[config.mk]
export PLATFORM = sky130hd
export DESIGN_NAME = pifo_reg_param
export DESIGN_NICKNAME = d
export VERILOG_FILES = /design/src/rtl/pifo_reg_param.sv
export SDC_FILE = /design/constraint.sdc
export NUM_CORES = 2
export LEC_CHECK = 0
export ABC_AREA = 1
export BUFFER_PORTS_ARGS = -buffer_cell sky130_fd_sc_hd__buf_2
export CORE_MARGIN = 2
export CORE_UTILIZATION = 55
export CTS_BUF_LIST = sky130_fd_sc_hd__clkbuf_4 sky130_fd_sc_hd__clkbuf_8 sky130_fd_sc_hd__clkbuf_16
export DETAILED_ROUTE_END_ITERATION = 16
export PLACE_DENSITY = 0.75
export SYNTH_ARGS = -nofsm -noshare
export SYNTH_HDL_FRONTEND = slang
export SYNTH_SLANG_ARGS = --single-unit
[constraint.sdc]
create_clock -name clk -period 16 [get_ports clk]
set_input_delay 3.2 -clock clk [delete_from_list [all_inputs] [get_ports clk]]
set_output_delay 3.2 -clock clk [all_outputs]
set_load 0.05 [all_outputs]
[src/rtl/pifo_reg_param.sv]
// pifo_reg_param: register-array PIFO scheduler queue.
// Holds up to DEPTH (rank, meta) entries sorted ascending by rank, with equal
// ranks kept in arrival order. Slot 0 is the minimum (head); slot
// num_entries-1 is the maximum. Supports same-cycle insert+remove.
//
// Optional feature macro: PIFO_PUSHOUT_EN
//   defined   : insert when full (no remove) evicts the current max entry if
//               rank_in < max rank, otherwise drops the incoming entry.
//   undefined : insert when full (no remove) always drops the incoming entry.
//
// Ports:
//   clk, rst                 clock (rising edge), async active-high reset
//   insert/rank_in/meta_in   push request and entry
//   remove                   pop-minimum request (ignored when empty)
//   valid_out/rank_out/meta_out          head entry (0 when empty)
//   max_valid_out/max_rank_out/max_meta_out  maximum entry (0 when empty)
//   num_entries, empty, full, almost_full    occupancy status
//   drop_valid/drop_rank/drop_meta       registered report of a discarded entry
module pifo_reg_param #(
  parameter int DEPTH     = 16,
  parameter int RANK_W    = 16,
  parameter int META_W    = 12,
  parameter int AF_THRESH = DEPTH - 2,
  localparam int CNT_W    = $clog2(DEPTH + 1)
) (
  input  logic              clk,
  input  logic              rst,
  input  logic              insert,
  input  logic [RANK_W-1:0] rank_in,
  input  logic [META_W-1:0] meta_in,
  input  logic              remove,
  output logic              valid_out,
  output logic [RANK_W-1:0] rank_out,
  output logic [META_W-1:0] meta_out,
  output logic              max_valid_out,
  output logic [RANK_W-1:0] max_rank_out,
  output logic [META_W-1:0] max_meta_out,
  output logic [CNT_W-1:0]  num_entries,
  output logic              empty,
  output logic              full,
  output logic              almost_full,
  output logic              drop_valid,
  output logic [RANK_W-1:0] drop_rank,
  output logic [META_W-1:0] drop_meta
);

`ifdef PIFO_PUSHOUT_EN
  localparam bit PUSHOUT = 1'b1;
`else
  localparam bit PUSHOUT = 1'b0;
`endif

  logic [DEPTH-1:0][RANK_W-1:0] r_rank;
  logic [DEPTH-1:0][META_W-1:0] r_meta;
  logic [CNT_W-1:0]             r_cnt;
  logic                         r_drop_valid;
  logic [RANK_W-1:0]            r_drop_rank;
  logic [META_W-1:0]            r_drop_meta;

  logic [DEPTH-1:0][RANK_W-1:0] w_base_rank, w_nxt_rank;
  logic [DEPTH-1:0][META_W-1:0] w_base_meta, w_nxt_meta;
  logic [CNT_W-1:0]             w_base_cnt, w_nxt_cnt, w_pos;
  logic [RANK_W-1:0]            w_max_rank;
  logic [META_W-1:0]            w_max_meta;
  logic                         w_empty, w_full, w_do_rem, w_do_ins;
  logic                         w_evict, w_tdrop;

  assign w_empty = (r_cnt == '0);
  assign w_full  = (r_cnt == CNT_W'(DEPTH));

  // Max entry lives at slot r_cnt-1; select by compare to avoid a
  // variable-index width mismatch.
  always_comb begin
    w_max_rank = '0;
    w_max_meta = '0;
    for (int i = 0; i < DEPTH; i++) begin
      if (CNT_W'(i + 1) == r_cnt) begin
        w_max_rank = r_rank[i];
        w_max_meta = r_meta[i];
      end
    end
  end

  always_comb begin
    w_do_rem = remove && !w_empty;
    // Evict-max and tail-drop only apply when nothing is leaving this cycle.
    w_evict  = PUSHOUT && insert && w_full && !w_do_rem && (rank_in < w_max_rank);
    w_tdrop  = insert && w_full && !w_do_rem && !w_evict;
    w_do_ins = insert && !w_tdrop;

    // Base = state after the optional head removal.
    for (int i = 0; i < DEPTH - 1; i++) begin
      w_base_rank[i] = w_do_rem ? r_rank[i+1] : r_rank[i];
      w_base_meta[i] = w_do_rem ? r_meta[i+1] : r_meta[i];
    end
    w_base_rank[DEPTH-1] = w_do_rem ? '0 : r_rank[DEPTH-1];
    w_base_meta[DEPTH-1] = w_do_rem ? '0 : r_meta[DEPTH-1];

    // On eviction the max slot is treated as gone; the upward shift during
    // insertion overwrites it.
    if (w_do_rem)     w_base_cnt = r_cnt - 1'b1;
    else if (w_evict) w_base_cnt = CNT_W'(DEPTH - 1);
    else              w_base_cnt = r_cnt;

    // Sorted position = number of valid entries with rank <= rank_in, which
    // places the new entry after all equal ranks.
    w_pos = '0;
    for (int i = 0; i < DEPTH; i++)
      if (CNT_W'(i) < w_base_cnt && w_base_rank[i] <= rank_in) w_pos = w_pos + 1'b1;

    w_nxt_rank[0] = (w_do_ins && w_pos == '0) ? rank_in : w_base_rank[0];
    w_nxt_meta[0] = (w_do_ins && w_pos == '0) ? meta_in : w_base_meta[0];
    for (int i = 1; i < DEPTH; i++) begin
      if (!w_do_ins || CNT_W'(i) < w_pos) begin
        w_nxt_rank[i] = w_base_rank[i];
        w_nxt_meta[i] = w_base_meta[i];
      end else if (CNT_W'(i) == w_pos) begin
        w_nxt_rank[i] = rank_in;
        w_nxt_meta[i] = meta_in;
      end else begin
        w_nxt_rank[i] = w_base_rank[i-1];
        w_nxt_meta[i] = w_base_meta[i-1];
      end
    end

    w_nxt_cnt = w_do_ins ? w_base_cnt + 1'b1 : w_base_cnt;
  end

  always_ff @(posedge clk or posedge rst) begin
    if (rst) begin
      r_rank       <= '0;
      r_meta       <= '0;
      r_cnt        <= '0;
      r_drop_valid <= 1'b0;
      r_drop_rank  <= '0;
      r_drop_meta  <= '0;
    end else begin
      r_rank       <= w_nxt_rank;
      r_meta       <= w_nxt_meta;
      r_cnt        <= w_nxt_cnt;
      r_drop_valid <= w_evict || w_tdrop;
      if (w_evict) begin
        r_drop_rank <= w_max_rank;
        r_drop_meta <= w_max_meta;
      end else if (w_tdrop) begin
        r_drop_rank <= rank_in;
        r_drop_meta <= meta_in;
      end
    end
  end

  assign valid_out     = !w_empty;
  assign rank_out      = w_empty ? '0 : r_rank[0];
  assign meta_out      = w_empty ? '0 : r_meta[0];
  assign max_valid_out = !w_empty;
  assign max_rank_out  = w_max_rank;
  assign max_meta_out  = w_max_meta;
  assign num_entries   = r_cnt;
  assign empty         = w_empty;
  assign full          = w_full;
  assign almost_full   = (int'(r_cnt) >= AF_THRESH);
  assign drop_valid    = r_drop_valid;
  assign drop_rank     = r_drop_rank;
  assign drop_meta     = r_drop_meta;

endmodule

==> impl_metrics.tcl <==
set metrics [dict create \
    fin_tns_setup_ps 0 \
    synthArstFlopShare 1.00 \
    clk_path_buf_depth 3 \
    worstMarginPinSlew_ps 1210 \
    skew_ps 16.3 \
    h-tree-depth 2 \
    crit_type "input port to register" \
    vias 44016 \
    start_kind "input port" \
    fin_crit_sh 0.905 \
    syn_area_um2 42100 \
    synth.avg_cell_area_um2 6.46 \
    finalNetCount 6696 \
    drt.antenna.violating_nets 0 \
    grt_max_degree 237 \
    yosysSeqAreaShare 0.286 \
    gr-usage-all-layers 0.349 \
    status "completed" \
    coreArea_um2 75800 \
    synth_compound_area_frac 0.152 \
    post_drt_wl_per_cell_um 18.8 \
    start_util 0.556 \
    netlist_instances 6525 \
    die_x_um 281 \
    synth_top_family_by_area "simple AND/OR/NAND/NOR gates" \
    synth_area_leaders "dfrtp_1 (29%), nand2_1 (20%), o21ai_0 (8.3%)" \
    yosys.area_share.simple 0.358 \
    synth_xor_xnor_area_share 0.000832 \
    clkTransAtPathRegs_ps 60 \
    hp-class "register to register" \
    grt_overflow 0 \
    synth_seq_cells 482 \
    port_buffers 126 \
    syn_to_final_growth_pct 5.47 \
    endpoint_kind "register" \
    numClockSinks 482 \
    ctsHoldBuffers 0 \
    die_area_um2 78800 \
    synthAdderAreaFrac 0.0823 \
    numCtsBuffers 57 \
    synthDistinctLibCells 63 \
    r2r-start "num_entries[0]$_DFF_PP0_" \
    finalSetupViolCount 0 \
    max_freq_ghz 0.0691 \
    antenna_found_initial 1 \
    cp.arrival_ps 15000 \
    grt_pass1_wl_um 222000 \
    slowest_stage "o21ai_4" \
    slew_headroom 0.192 \
    cts_setup_buffers 0 \
    cts_tree "yes" \
    rsz0062_at_grt "no" \
    crit_start "remove" \
    gp_congestion 0.919 \
    drt-initial-drc-count 4409 \
    netlist.area_leader.share 0.286 \
    fin_util 0.586 \
    via_per_inst 5.94 \
    min_path_cells 2 \
    clock_latency_ps 640 \
    synth_edf_count 0 \
    path_max_fanout 45 \
    synthMuxAreaShare 0.00143 \
    dr.pass1.iters 6 \
    cts_resized 0 \
    maxCapViolations 0 \
    drc 0 \
    hp-start "drop_meta[1]$_DFFE_PP0P_" \
    required_ps 16520 \
    yosysTopAreaCell "dfrtp_1" \
    syn-num-nets 6834 \
    crit_path_frequent_cell "nand2_1" \
    hpwl_um 102000 \
    drt_wl_total_um 139000 \
    slowest_delay_ps 960 \
    ys.flop_type "dfrtp_1" \
    fin_crit_ps 14480 \
    grt_pass1_vias 41657 \
    drive_gt1_frac 0.0893 \
    hold_viol 0 \
    yosysWarnings 0 \
    r2r_cells 71 \
    root_buffer "clkbuf_16" \
    io_pins 127 \
    std_cell_rows 101 \
    slew_violations 0 \
    dieHeight_um 281 \
]
==> logic make-up after synthesis <==
group                    after synthesis
adder cells (fa/ha/maj)              277
flip-flops                           482
AO/OA/AOI/OAI                       1157
multiplexers                           6
XOR/XNOR                               4
AND/OR/NAND/NOR                     3450
buffers and inverters               1149
==> metal layers <==
| metal | GRT usage | wire length (um) | vias up |
|---|---|---|---|
| li1 | - | - | 20982 |
| met2 | 0.575 | 63600 | 1923 |
| met3 | 0.0493 | 11100 | 391 |
| met5 | 0 | 0 | - |
| met4 | 0.159 | 6890 | 0 |
| met1 | 0.454 | 57400 | 20720 |
==> stage by stage <==
| stage | setup WS [ps] | area, um^2 | hold slack, ps | cells |
|---|---|---|---|---|
| floorplan | 2970 | 42100 | 449 | 6525 |
| global placement | 1300 | 42600 | 462 | 7306 |
| detailed placement | 989 | 42600 | 465 | 7306 |
| CTS | 1610 | 44400 | 481 | 7406 |
| global route | 318 | 44400 | 509 | 7406 |
| finish | 1520 | 44400 | 477 | 7407 |
==> worst max-delay path, delay by kind of cell <==
family          cells  cell delay, ps
compound gates      8            2000
fa+ha+maj          15            4460
buf+inv             9            1290
simple gates       35            4020
==> placed cells by master (no fill, tap or decap), drive strengths merged, types with 55 or more instances in the layout <==
master and n:
dfrtp 482, clkbuf 85, nor2 214, ha 277
a21oi 164, nand3 713, o21ai 782, inv 708
nand2 2338, o211ai 66, buf 227, nand4 55
==> area by class of cell <==
class                   instances  area, um^2
fillers                      7383       31400
repair buffers                227        1460
flip-flops and latches        482       12100
multi-input cells            4894       25100
inverters                     725        2740
clock inverters                15         105
diodes                          1        2.50
well taps                     978        1220
clock buffers                  85        1710
==> final timing paths <==
check / slack (ps) / endpoint
hold reg to reg: 480 / drop_meta[1]$_DFFE_PP0P_
hold / removal: 480 / drop_meta[1]$_DFFE_PP0P_
max in group asynchronous: 10800 / r_rank[151]$_DFF_PP0_
min in group asynchronous: 2720 / r_meta[21]$_DFF_PP0_
setup / recovery: 1520 / r_rank[192]$_DFF_PP0_
setup reg to reg: 2940 / r_rank[192]$_DFF_PP0_
==> sequential cells by signal, summed over array words and instances (netlist names) <==
name,count
num_entries,5
drop_valid,1
r_rank,256
r_meta,192
drop_rank,16
drop_meta,12
==> cell usage after synthesis (all sizes together), types with 13 or more instances <==
library cell / instances
a211oi: 13
a21oi: 164
a221oi: 24
buf: 227
clkbuf: 197
clkinv: 17
dfrtp: 482
ha: 277
inv: 708
nand2: 2338
nand3: 713
nand3b: 50
nand4: 55
nor2: 214
nor3: 27
o211ai: 66
o21ai: 782
o221ai: 29
o22ai: 30
or2: 50
Power is left out: the tool's default activity adds up to more than one toggle a clock period on the data nets, which glitch-free logic cannot reach.
